## src/rtl/mips_ctrl_pkg.sv

```systemverilog
// mips_ctrl_pkg: shared types and encodings for the multicycle MIPS controller (HALT exists only with CTRL_SINGLE_STEP_EN)
package mips_ctrl_pkg;
  localparam int ALU_W = 3;
  localparam int ST_W = 4;
`ifdef CTRL_SINGLE_STEP_EN
  typedef enum logic [ST_W-1:0] {
    FETCH, DECODE, R_EXEC, R_WB, MEM_ADDR, MEM_READ, MEM_WB, MEM_WRITE, BRANCH, JUMP, I_EXEC, I_WB, HALT
  } state_t;
`else
  typedef enum logic [ST_W-1:0] {
    FETCH, DECODE, R_EXEC, R_WB, MEM_ADDR, MEM_READ, MEM_WB, MEM_WRITE, BRANCH, JUMP, I_EXEC, I_WB
  } state_t;
`endif
  localparam logic [5:0] OP_RTYPE = 6'b000000;
  localparam logic [5:0] OP_LW = 6'b100011;
  localparam logic [5:0] OP_SW = 6'b101011;
  localparam logic [5:0] OP_BEQ = 6'b000100;
  localparam logic [5:0] OP_BNE = 6'b000101;
  localparam logic [5:0] OP_J = 6'b000010;
  localparam logic [5:0] OP_ADDI = 6'b001000;
  localparam logic [5:0] OP_SLTI = 6'b001010;
  localparam logic [5:0] F_ADD = 6'b100000;
  localparam logic [5:0] F_SUB = 6'b100010;
  localparam logic [5:0] F_AND = 6'b100100;
  localparam logic [5:0] F_OR = 6'b100101;
  localparam logic [5:0] F_SLT = 6'b101010;
  localparam logic [ALU_W-1:0] ALU_AND = 3'b000;
  localparam logic [ALU_W-1:0] ALU_OR = 3'b001;
  localparam logic [ALU_W-1:0] ALU_ADD = 3'b010;
  localparam logic [ALU_W-1:0] ALU_SUB = 3'b110;
  localparam logic [ALU_W-1:0] ALU_SLT = 3'b111;
  localparam logic [1:0] SRCB_RT = 2'd0;
  localparam logic [1:0] SRCB_ONE = 2'd1;
  localparam logic [1:0] SRCB_IMM = 2'd2;
  localparam logic [1:0] PCS_ALU = 2'd0;
  localparam logic [1:0] PCS_ALUOUT = 2'd1;
  localparam logic [1:0] PCS_JUMP = 2'd2;
endpackage

```

## src/rtl/mips_control_fsm_if.sv

```systemverilog
// mips_control_fsm_if: controller <-> datapath bundle; step exists only with CTRL_SINGLE_STEP_EN
interface mips_control_fsm_if #(parameter int ALUSEL_W = 3, parameter int STATE_W = 4);
`ifdef CTRL_SINGLE_STEP_EN
  logic step;
`endif
  logic [5:0] opcode, func;
  logic zero;
  logic PCEn, IorD, MemRead, MemWrite, MemtoReg, IRWrite, RegWrite, RegDst, ALUSrcA;
  logic [1:0] ALUSrcB, PCSource;
  logic [ALUSEL_W-1:0] ALUSel;
  logic [STATE_W-1:0] state;
  logic illegal, instr_done;
  modport master (
`ifdef CTRL_SINGLE_STEP_EN
    input step,
`endif
    input opcode, func, zero,
    output PCEn, IorD, MemRead, MemWrite, MemtoReg, IRWrite, RegWrite, RegDst, ALUSrcA,
    output ALUSrcB, PCSource, ALUSel, state, illegal, instr_done
  );
  modport slave (
`ifdef CTRL_SINGLE_STEP_EN
    output step,
`endif
    output opcode, func, zero,
    input PCEn, IorD, MemRead, MemWrite, MemtoReg, IRWrite, RegWrite, RegDst, ALUSrcA,
    input ALUSrcB, PCSource, ALUSel, state, illegal, instr_done
  );
endinterface

```

## src/rtl/mips_alu_decode.sv

```systemverilog
// mips_alu_decode: R-type funct field to ALU operation, with a flag for recognised functs
module mips_alu_decode
  import mips_ctrl_pkg::*;
(
  input  logic [5:0]       func,
  output logic [ALU_W-1:0] alu_sel,
  output logic             valid
);
  assign alu_sel = func == F_SUB ? ALU_SUB :
                   func == F_AND ? ALU_AND :
                   func == F_OR  ? ALU_OR  :
                   func == F_SLT ? ALU_SLT : ALU_ADD;
  assign valid = func inside {F_ADD, F_SUB, F_AND, F_OR, F_SLT};
endmodule

```

## src/rtl/mips_control_fsm.sv

```systemverilog
// mips_control_fsm: multicycle MIPS main controller; CTRL_SINGLE_STEP_EN adds step input and HALT state
module mips_control_fsm
  import mips_ctrl_pkg::*;
#(
  parameter int ALUSEL_W = ALU_W,
  parameter int STATE_W = ST_W
) (
  input logic clk,
  input logic rst,
  mips_control_fsm_if.master bus
);
`ifdef CTRL_SINGLE_STEP_EN
  localparam state_t IDLE = HALT;
`else
  localparam state_t IDLE = FETCH;
`endif
  state_t st, nxt;
  logic [ALU_W-1:0] r_alu, alu;
  logic r_ok, pc_en, iord, mem_rd, mem_wr, m2r, ir_wr, reg_wr, reg_dst, src_a, ill, done;
  logic [1:0] src_b, pc_src;
  mips_alu_decode u_dec (.func(bus.func), .alu_sel(r_alu), .valid(r_ok));
  always_ff @(posedge clk) st <= rst ? nxt : IDLE;
  always_comb begin
    nxt = IDLE;
    pc_en = 1'b0;
    iord = 1'b0;
    mem_rd = 1'b0;
    mem_wr = 1'b0;
    m2r = 1'b0;
    ir_wr = 1'b0;
    reg_wr = 1'b0;
    reg_dst = 1'b0;
    src_a = 1'b0;
    src_b = SRCB_RT;
    pc_src = PCS_ALU;
    alu = ALU_ADD;
    ill = 1'b0;
    done = 1'b0;
    case (st)
      FETCH: begin
        mem_rd = 1'b1;
        ir_wr = 1'b1;
        src_b = SRCB_ONE;
        pc_en = 1'b1;
        nxt = DECODE;
      end
      DECODE: begin
        src_b = SRCB_IMM;
        nxt = bus.opcode == OP_RTYPE ? R_EXEC :
              bus.opcode inside {OP_LW, OP_SW} ? MEM_ADDR :
              bus.opcode inside {OP_BEQ, OP_BNE} ? BRANCH :
              bus.opcode == OP_J ? JUMP :
              bus.opcode inside {OP_ADDI, OP_SLTI} ? I_EXEC : IDLE;
        ill = nxt == IDLE;
        done = ill;
      end
      R_EXEC: begin
        src_a = 1'b1;
        alu = r_alu;
        nxt = r_ok ? R_WB : IDLE;
        ill = !r_ok;
        done = !r_ok;
      end
      R_WB: begin
        reg_wr = 1'b1;
        reg_dst = 1'b1;
        done = 1'b1;
      end
      MEM_ADDR: begin
        src_a = 1'b1;
        src_b = SRCB_IMM;
        nxt = bus.opcode == OP_SW ? MEM_WRITE : MEM_READ;
      end
      MEM_READ: begin
        iord = 1'b1;
        mem_rd = 1'b1;
        nxt = MEM_WB;
      end
      MEM_WB: begin
        reg_wr = 1'b1;
        m2r = 1'b1;
        done = 1'b1;
      end
      MEM_WRITE: begin
        iord = 1'b1;
        mem_wr = 1'b1;
        done = 1'b1;
      end
      // the branch target was precomputed into ALUOut during DECODE
      BRANCH: begin
        src_a = 1'b1;
        alu = ALU_SUB;
        pc_src = PCS_ALUOUT;
        pc_en = bus.opcode == OP_BNE ? !bus.zero : bus.zero;
        done = 1'b1;
      end
      JUMP: begin
        pc_src = PCS_JUMP;
        pc_en = 1'b1;
        done = 1'b1;
      end
      I_EXEC: begin
        src_a = 1'b1;
        src_b = SRCB_IMM;
        alu = bus.opcode == OP_SLTI ? ALU_SLT : ALU_ADD;
        nxt = I_WB;
      end
      I_WB: begin
        reg_wr = 1'b1;
        done = 1'b1;
      end
`ifdef CTRL_SINGLE_STEP_EN
      HALT: nxt = bus.step ? FETCH : HALT;
`endif
      default: ;
    endcase
  end
  assign bus.PCEn = rst & pc_en;
  assign bus.MemRead = rst & mem_rd;
  assign bus.MemWrite = rst & mem_wr;
  assign bus.IRWrite = rst & ir_wr;
  assign bus.RegWrite = rst & reg_wr;
  assign bus.illegal = rst & ill;
  assign bus.instr_done = rst & done;
  assign bus.IorD = iord;
  assign bus.MemtoReg = m2r;
  assign bus.RegDst = reg_dst;
  assign bus.ALUSrcA = src_a;
  assign bus.ALUSrcB = src_b;
  assign bus.PCSource = pc_src;
  assign bus.ALUSel = ALUSEL_W'(alu);
  assign bus.state = STATE_W'(st);
endmodule

```

## src/flat_wrapper.sv

```systemverilog
// flat-port wrapper written by rule: the top's interface ports become plain ports
module mips_control_fsm_flat import mips_ctrl_pkg::*;
#(
  parameter int ALUSEL_W = ALU_W,
  parameter int STATE_W = ST_W
)
  (clk, rst, bus_opcode, bus_func, bus_zero, bus_PCEn, bus_IorD, bus_MemRead, bus_MemWrite, bus_MemtoReg, bus_IRWrite, bus_RegWrite, bus_RegDst, bus_ALUSrcA, bus_ALUSrcB, bus_PCSource, bus_ALUSel, bus_state, bus_illegal, bus_instr_done);
  mips_control_fsm_if #(.ALUSEL_W(ALUSEL_W), .STATE_W(STATE_W)) bus_i ();
  input logic clk;
  input logic rst;
  input wire logic [$bits(bus_i.opcode)-1:0] bus_opcode;
  input wire logic [$bits(bus_i.func)-1:0] bus_func;
  input wire logic [$bits(bus_i.zero)-1:0] bus_zero;
  output wire logic [$bits(bus_i.PCEn)-1:0] bus_PCEn;
  output wire logic [$bits(bus_i.IorD)-1:0] bus_IorD;
  output wire logic [$bits(bus_i.MemRead)-1:0] bus_MemRead;
  output wire logic [$bits(bus_i.MemWrite)-1:0] bus_MemWrite;
  output wire logic [$bits(bus_i.MemtoReg)-1:0] bus_MemtoReg;
  output wire logic [$bits(bus_i.IRWrite)-1:0] bus_IRWrite;
  output wire logic [$bits(bus_i.RegWrite)-1:0] bus_RegWrite;
  output wire logic [$bits(bus_i.RegDst)-1:0] bus_RegDst;
  output wire logic [$bits(bus_i.ALUSrcA)-1:0] bus_ALUSrcA;
  output wire logic [$bits(bus_i.ALUSrcB)-1:0] bus_ALUSrcB;
  output wire logic [$bits(bus_i.PCSource)-1:0] bus_PCSource;
  output wire logic [$bits(bus_i.ALUSel)-1:0] bus_ALUSel;
  output wire logic [$bits(bus_i.state)-1:0] bus_state;
  output wire logic [$bits(bus_i.illegal)-1:0] bus_illegal;
  output wire logic [$bits(bus_i.instr_done)-1:0] bus_instr_done;
  assign bus_i.opcode = bus_opcode;
  assign bus_i.func = bus_func;
  assign bus_i.zero = bus_zero;
  assign bus_PCEn = bus_i.PCEn;
  assign bus_IorD = bus_i.IorD;
  assign bus_MemRead = bus_i.MemRead;
  assign bus_MemWrite = bus_i.MemWrite;
  assign bus_MemtoReg = bus_i.MemtoReg;
  assign bus_IRWrite = bus_i.IRWrite;
  assign bus_RegWrite = bus_i.RegWrite;
  assign bus_RegDst = bus_i.RegDst;
  assign bus_ALUSrcA = bus_i.ALUSrcA;
  assign bus_ALUSrcB = bus_i.ALUSrcB;
  assign bus_PCSource = bus_i.PCSource;
  assign bus_ALUSel = bus_i.ALUSel;
  assign bus_state = bus_i.state;
  assign bus_illegal = bus_i.illegal;
  assign bus_instr_done = bus_i.instr_done;
  mips_control_fsm #(.ALUSEL_W(ALUSEL_W), .STATE_W(STATE_W)) u_core (.clk(clk), .rst(rst), .bus(bus_i));
endmodule
```

## config.mk

```make
export PLATFORM = sky130hd
export DESIGN_NAME = mips_control_fsm_flat
export DESIGN_NICKNAME = d
export VERILOG_FILES = /design/src/rtl/mips_ctrl_pkg.sv /design/src/rtl/mips_control_fsm_if.sv /design/src/rtl/mips_alu_decode.sv /design/src/rtl/mips_control_fsm.sv /design/src/flat_wrapper.sv
export SDC_FILE = /design/constraint.sdc
export NUM_CORES = 1
export LEC_CHECK = 0
export BUFFER_PORTS_ARGS = -buffer_cell sky130_fd_sc_hd__buf_2
export CAP_MARGIN = 20
export CELL_PAD_IN_SITES_DETAIL_PLACEMENT = 1
export CELL_PAD_IN_SITES_GLOBAL_PLACEMENT = 1
export CORE_AREA = 2 2 51 53
export CTS_CLUSTER_DIAMETER = 100
export DETAILED_ROUTE_END_ITERATION = 12
export DIE_AREA = 0 0 53 55
export PLACE_DENSITY = 0.73
export SETUP_SLACK_MARGIN = 0.02
export SLEW_MARGIN = 25
export SYNTH_ARGS = -nofsm -noshare
export SYNTH_HDL_FRONTEND = slang
export SYNTH_HIERARCHICAL = 1
export SYNTH_SLANG_ARGS = --single-unit
```

## constraint.sdc

```tcl
create_clock -name clk -period 1.7 [get_ports clk]
set_input_delay 0.17 -clock clk [delete_from_list [all_inputs] [get_ports clk]]
set_output_delay 0.17 -clock clk [all_outputs]
set_load 0.1 [all_outputs]
```

# After elaboration in Yosys (flattened, before gate mapping)
# Cells that the tools add are included.
# W data, S select, Z words.
[word_totals]
regBits = 4
latch_bits = 0
mem_bits_rw = 0
rom_bits = 0
input_bits = 15
output_inout_bits = 22
elab_cells = 75
mem_count = 0
[classes]
n_addsub = 0
multipliers = 0
n_div = 0
order_cmp = 0
eq_ne = 23
shifts = 0
n_mux = 28
n_bitwise = 7
reduce_logical = 16
[op_table]
columns = ["op", "count"]
rows = [
  ["$eq A6 B6 Y1 const B", 7],
  ["$pmux W4 S6", 1],
  ["$mux W4", 5],
  ["$eq A4 B3 Y1 const B", 4],
  ["$eq A4 B4 Y1 const B", 4],
  ["$mux W3", 5],
  ["$eq A6 B3 Y1 const B", 2],
  ["$eq A6 B4 Y1 const B", 2],
  ["$mux W1", 9],
  ["$pmux W3 S3", 1],
  ["$eq A4 B2 Y1 const B", 2],
  ["$logic_not A4 Y1", 2],
  ["$pmux W2 S2", 2],
  ["$and A1 B1 Y1", 7],
  ["$eq A6 B2 Y1 const B", 1],
  ["$logic_not A6 Y1", 1],
  ["$reduce_bool A2 Y1", 3],
  ["$reduce_or A2 Y1", 3],
  ["$reduce_or A3 Y1", 2],
  ["$reduce_or A6 Y1", 1],
  ["$reduce_bool A5 Y1", 1],
  ["$eq A4 B1 Y1 const B", 1],
  ["$mux W2", 2],
  ["$pmux W1 S2", 2],
  ["other kinds (3)", 4],
]

# Logic depth before layout (Yosys ltp)
# Gate-level depths: netlist (run 1).
[logic_depth]
depth_word = 10
depth_mapped = 6
depth_no_buf = 6

# Hierarchy
# Netlist (run 1), hierarchy kept.
[modules_own_cells]
columns = ["module", "instances", "cells_per_inst", "area_per_inst_um2", "seq_area_each_um2"]
rows = [
  ["mips_control_fsm", 1, 83, 580.6, 80.1],
  ["mips_alu_decode", 1, 9, 82.6, 0.0],
]

# Worst setup path before layout (run 1)
# OpenSTA, ideal clock, no wires.
[synth_path]
kind = "reg2out"
start = "register u_core.st[3], in the netlist u_core/bus.state[3]"
end = "output bus_IRWrite"
t_arrival_ns = 5.020
t_required_ns = 1.530
path_slack_ns = -3.490
path_stages_with_launch = 5
path_cell_list = "dfxtp_1 -> buf_2 -> buf_2 -> nor4_1 -> and2_1"
[synth_via]
elab_chain_cells = 3
[synth_rtl]
columns = ["item", "line_no", "rtl"]
rows = [
  ["from (decl)", "mips_control_fsm.sv:17", "state_t st, nxt;"],
  ["from (signal assigned)", "mips_control_fsm.sv:22", "always_ff @(posedge clk) st <= rst ? nxt : IDLE;"],
  ["$logic_not A4 Y1", "mips_control_fsm.sv:39", "case (st)"],
  ["$mux W1", "mips_control_fsm.sv:39", ""],
  ["$and A1 B1 Y1", "mips_control_fsm.sv:121", "assign bus.IRWrite = rst & ir_wr;"],
  ["to (decl)", "flat_wrapper.sv:19", "output wire logic [$bits(bus_i.IRWrite)-1:0] bus_IRWrite;"],
]
# No other way between the ends.

# Worst setup path in the final report (run 1)
[layout_path]
start = "input bus_func[4]"
end = "output bus_ALUSel[1]"
[layout_via]
elab_chain_cells = 5
elab_cells_between_ends = 7
[layout_rtl]
columns = ["item", "line_no", "rtl"]
rows = [
  ["from (decl)", "flat_wrapper.sv:12", "input wire logic [$bits(bus_i.func)-1:0] bus_func;"],
  ["$eq A6 B6 Y1", "mips_alu_decode.sv:11", "func == F_OR ? ALU_OR :"],
  ["$mux W3", "mips_alu_decode.sv:11", ""],
  ["$mux W3", "mips_alu_decode.sv:10", "func == F_AND ? ALU_AND :"],
  ["$mux W3 (*)", "mips_alu_decode.sv:9", "assign alu_sel = func == F_SUB ? ALU_SUB :"],
  ["via u_core.r_alu[1]", "mips_control_fsm.sv:18", "logic [ALU_W-1:0] r_alu, alu;"],
  ["$pmux W3 S3 (*)", "mips_control_fsm.sv:39", ""],
  ["to (decl)", "flat_wrapper.sv:25", "output wire logic [$bits(bus_i.ALUSel)-1:0] bus_ALUSel;"],
]
# Mark *: on every way through the listed nets, which the timed path passes. The rest lies on a longest branch.

==> out/results.ini, run 1 <==
[setup_path]
cp_data_required_time_ns=1.53
crit_family=simple AND/OR/NAND/NOR gates
startpoint_type=primary input
critPathBufInv=2
end_kind=output port
crit_chain=buf_2 -> nand2b_4 -> or4b_1 -> or4_4 -> buf_12
setup.worst_path.class=primary input to output port
critical-path-slowest-cell=or4_4
cp_slowest_stage_delay_ns=0.53
crit_path_max_fanout=2
cp.arrival_ns=1.62

[route]
drcViolationCount=0
vias=1114
first_pass_iters=4
vias_per_cell=6.02
first_iter_violations=27
wirelength_mm=4.77
ant_nets=0
routedWlPerCell_microns=25.8

[flow_run]
drv_cap=0

[synthesis]
yosysTopAreaCell=dfxtp_1
ys_ff_latch=4
synth_compound_area_share_pct=19.4
syn_inst=92
synthMuxAreaShare_pct=4.72
yosysTopAreaCellShare_pct=12.1
yosysSeqAreaShare_pct=12.1
synth_edf_count=0
yosys_warnings=6
synthArstFlopShare_pct=0
synth_top_family_by_area=simple AND/OR/NAND/NOR gates
synthAdderAreaFrac_pct=0
synth_nets=107
synth_xor_area_share_pct=3.96
syn_avg_cell_area_sq_um=7.21
ys.flop_type=dfxtp_1
netlist_area_sq_um=663
synthSimpleGateAreaFrac_pct=52.1
ys_types=39
yosys-top-cells-area=dfxtp_1 12%, nor2_1 5.7%, a21oi_1 5.3%, nand2b_1 4.7%, nand2b_4 4.2%

[global_routing]
track_usage_pct=26.6
grt.overflow.total=0
grt_pass1_wl_mm=5.60
grt_max_degree=16
antenna_found_initial=0
grt_pass1_vias=1101

[sta]
setup_slack_ns=-0.0892
slew_violations=0
holdWs_ns=0.311
finalSetupViolations=6
max_slew_margin_pct=67.9
max_freq_mhz=559
rsz0062_at_grt=yes
clock_skew_ns=0.00399
hold_viol_final=0
period_needed_ns=1.79
setup_tns_ns=-0.328
tightest_slew_ns=0.485
post-route-period-util_pct=105

[layout]
diodes=0
area_delta_synth_final_pct=150
nets=172
drive_gt1_share_pct=74.2
finalCoreUtilization_pct=70.0
largest_register_ff_count=4
nFillCells=242

[power]
power.switching_mw=0.322
seqPwrFrac_pct=15.3
power_density_nw_per_um2=400
peakVddDrop_uv=426
p_int_mw=0.340
total_power_mw=0.662
p_leak_nw=0.647
clkPwrFrac_pct=18.8
swShare_pct=48.6
p_comb_share_pct=65.8

[cts]
cts_hold_buf=0
cts_sinks=4
clk_latency_ns=0.24
ctsRootBufferMaster=clkbuf_4
cts_max_path_buffers=2
htree_num_levels=1
clk_pin_slew_ns=0.04
numCtsBuffers=3
cts_tree=done

[die]
floorplan.initialDensity_pct=28.0
core.rowCount=18
die_x_microns=53
io_pins=37
die-area_sq_um=2920
core_area_sq_um=2360
die_h_microns=55

[place]
hpwl_mm=2.15
detailedPlace.worstSlack_ns=-0.134
portBuffers=36
gp_congestion=0.790

[outcome]
violations=negative setup slack
status=finished with violations

[hold_path]
hold_path_class=primary input to flip-flop

==> cell usage after synthesis (3+ instances only) <==
cell type / instances
buf_2: 5
and2_1: 3
nor4_1: 4
and3_1: 4
nand3b_1: 3
o21ai_1: 4
nor3_1: 5
dfxtp_1: 4
nor2_1: 10
nand2b_1: 5
a21oi_1: 7
==> worst paths after layout <==
check / from / endpoint / slack [ns] / cells after the start
setup / recovery: bus_func[4] / bus_ALUSel[1] / -0.09 / 5
hold / removal: rst / u_core/bus.state[2] / 0.31 / 3
setup reg to reg: u_core/bus.state[1] / u_core/bus.state[0] / 0.13 / 5
hold reg to reg: u_core/bus.state[1] / u_core/bus.state[3] / 0.65 / 2
==> power groups by stage <==
stage | Clock [mW] | Combinational, mW | Sequential, mW
after global routing | 0.135 | 0.447 | 0.102
after CTS | 0.122 | 0.399 | 0.101
after global placement | 0 | 0.359 | 0.106
final | 0.125 | 0.436 | 0.102
after detailed placement | 0 | 0.366 | 0.106
after floorplan | 0 | 0.222 | 0.121
==> placed cells by master (no fill, tap or decap), drive strengths merged, types with 3 or more instances in the layout <==
cell    synthesis  routed
nor3            5       5
nor2           10      10
dfxtp           4       4
and3            4       4
nor4            4       4
a21oi           7       7
buf             7      67
nand2b          7       7
clkbuf          0       3
and2            3       3
o21ai           5       5
nand3b          3       3
==> worst min-delay path, delay by kind of cell <==
family	cells	cell delay, ns
buffers and inverters	1	0.19
AND/OR/NAND/NOR	2	0.15
==> per-stage QoR <==
step	cells	area (sq um)
5_1_grt	185	1660
2_1_floorplan	92	883
6_report	185	1660
4_1_cts	180	1560
3_5_place_dp	167	1380
3_3_place_gp	167	1380
==> per-layer routing <==
layer | vias up | wire [microns] | GRT usage [%]
met5 | - | 0 | 0
met4 | 0 | 160 | 8.12
met3 | 20 | 339 | 4.30
met2 | 83 | 2510 | 48.8
met1 | 540 | 1760 | 31.9
li1 | 471 | - | -
==> cell families after synthesis <==
family | after synthesis
AO/OA/AOI/OAI | 21
XOR/XNOR | 3
buffers and inverters | 9
flip-flops | 4
multiplexers | 3
AND/OR/NAND/NOR | 52
==> timing repair <==
| item | CTS | global route |
|---|---|---|
| pin swaps | 3 | 6 |
| endpoints found under the hold margin | 0 | 0 |
| buffers inserted | 10 | 5 |
| setup endpoints to repair | 9 | 9 |
| gates resized for setup | 18 | 11 |
==> final cells by class <==
class,instances,area [sq um],share of cell area (%)
multi-input cells,79,797,48.1
repair buffers,67,696,42.0
flip-flops and latches,4,95.1,5.74
well taps,30,37.5,2.27
clock buffers,3,22.5,1.36
inverters,2,7.51,0.454
Note: power is estimated with default switching activity, not from simulation.
==> inputs of run 2 (changes only) <==
Settings changed: CAP_MARGIN 20 to default, CTS_BUF_LIST from default to sky130_fd_sc_hd__clkbuf_16.
==> out/results.ini, run 2 (same netlist as run 1, synthesis figures left out) <==
[sta]
finalSetupViolations=4  ; -2
tightest_slew_ns=0.492  ; +0.00626 ns
post-route-period-util_pct=106  ; +0.34 points
hold_viol_final=0  ; unchanged
period_needed_ns=1.80  ; +0.00583 ns
setup_slack_ns=-0.0950  ; -0.00583 ns
slew_violations=0  ; unchanged
rsz0062_at_grt=yes
max_freq_mhz=557  ; -0.32%
max_slew_margin_pct=67.5  ; -0.41 points
setup_tns_ns=-0.278  ; +0.0503 ns
clock_skew_ns=0.00227  ; -0.00172 ns

[global_routing]
track_usage_pct=27.9  ; +1.3 points
grt_max_degree=16  ; unchanged
grt_pass1_vias=1099  ; -0.18%
antenna_found_initial=0  ; unchanged
grt.overflow.total=0  ; unchanged
grt_pass1_wl_mm=5.64  ; +0.75%

[setup_path]
crit_path_max_fanout=14  ; +12
critical-path-slowest-cell=dfxtp_4
end_kind=output port
cp.arrival_ns=1.63  ; about the same
cp-startpoint=u_core/bus.state[3]
setup.worst_path.class=flip-flop to output port
startpoint_type=flip-flop
cp_slowest_stage_delay_ns=0.46  ; -0.07 ns
crit_chain=nor2_1 -> a21oi_2 -> o31ai_2 -> buf_4 -> a21boi_4 -> buf_12
cp_data_required_time_ns=1.53  ; about the same
r2r_start=u_core/bus.state[0]

[power]
p_leak_nw=0.651  ; +0.69%
peakVddDrop_uv=541  ; +27%
power_density_nw_per_um2=542  ; +35%
total_power_mw=0.908  ; +37%

[cts]
htree_num_levels=1  ; unchanged
cts_sinks=4  ; unchanged
numCtsBuffers=3  ; unchanged
clk_latency_ns=0.23  ; about the same
clk_pin_slew_ns=0.03  ; about the same
ctsRootBufferMaster=clkbuf_16
cts_max_path_buffers=2  ; unchanged
cts_tree=done
cts_hold_buf=0  ; unchanged

[route]
wirelength_mm=4.53  ; -5.1%
ant_nets=0  ; unchanged
drcViolationCount=0  ; unchanged
first_iter_violations=19  ; -30%
vias_per_cell=5.90  ; -2.0%
vias=1068  ; -4.1%
routedWlPerCell_microns=25.0  ; -3.0%
first_pass_iters=4  ; unchanged

[flow_run]
drv_cap=0  ; unchanged

[place]
detailedPlace.worstSlack_ns=-0.134  ; unchanged
portBuffers=36  ; unchanged
gp_congestion=0.790  ; unchanged
dpl_cell_area_sq_um=1380  ; unchanged
placed_cells=167  ; unchanged
hpwl_mm=2.15  ; unchanged

[hold_path]
hold_path_class=primary input to flip-flop
hp-start=bus_opcode[1]

[layout]
drive_gt1_share_pct=73.5  ; -0.68 points
diodes=0  ; unchanged
nets=168  ; -2.3%
layout_common_cells=23 x buf_4, 19 x buf_12, 18 x buf_2, 6 x a21oi_1, 5 x nor2_1
layout_commonest_cell=buf_4
largest_register_ff_count=4  ; unchanged
finalInstanceArea_sq_um=1680  ; +1.3%
area_delta_synth_final_pct=153
finalNonFillerCells=181  ; -2.2%
nFillCells=249  ; +2.9%

[die]
die_h_microns=55  ; unchanged
core.rowCount=18  ; unchanged
die_x_microns=53  ; unchanged
io_pins=37  ; unchanged
die-area_sq_um=2920  ; unchanged
core_area_sq_um=2360  ; unchanged
floorplan.initialDensity_pct=28.0  ; unchanged

[outcome]
status=finished with violations
violations=negative setup slack

[run 2: changes by cell type in the layout (fill, tap and decap cells not counted), moves of 3 or more]
cell,previous run,this run
buf_6,0,3
buf_4,30,23
clkbuf_4,3,0
clkbuf_16,0,3
[run 2: final cells by class]
class	count	area, sq um	area share (%)
Multi-Input combinational cell	79	785	46.8
Timing Repair Buffer	63	677	40.4
Sequential cell	4	95.1	5.67
Clock buffer	3	75.1	4.48
Tap cell	30	37.5	2.24
Inverter	2	7.51	0.448
[run 2: worst max-delay path, delay by kind of cell (launching register included)]
kind,cells,cell delay (ns)
flops,1,0.46
compound gates,3,0.45
buf+inv,2,0.35
simple gates,1,0.11
[run 2: routing by layer]
| layer | up-vias | track usage, % | share of wire [%] | routed length (microns) |
|---|---|---|---|---|
| li1 | 459 | - | - | - |
| met5 | - | 0 | 0 | 0 |
| met2 | 62 | 50.4 | 54 | 2440 |
| met4 | 0 | 13.7 | 3.2 | 144 |
| met1 | 533 | 31.7 | 38 | 1720 |
| met3 | 14 | 4.84 | 5.0 | 228 |
[run 2: worst paths after layout]
kind / end / slack [ns] / depth (start not counted)
setup reg to reg: u_core/bus.state[1] / 0.17 / 6
setup / recovery: bus_instr_done / -0.1 / 6
hold reg to reg: u_core/bus.state[3] / 0.58 / 2
hold / removal: u_core/bus.state[0] / 0.29 / 3
[run 2: timing repair]
item                       in CTS  in global routing
gates resized for setup        16                 14
setup endpoints to repair       8                  9
pin swaps                       3                  8
cloned                          0                  0
setup buffers                   9                  2
[run 2: where the power goes]
part / switching, mW / internal [mW] / leakage [nW]
clock network: 0.0751 / 0.301 / 0.0370
logic: 0.264 / 0.166 / 0.579
registers: 0.00873 / 0.0934 / 0.0355
total: 0.348 / 0.560 / 0.651
[run 2: metrics by stage]
step,util (%),hold slack [ns]
global placement,58.3,0.496
detailed placement,58.3,0.496
finish,70.9,0.291
floorplan,-,0.279
global route,70.9,0.307
CTS,67.6,0.261
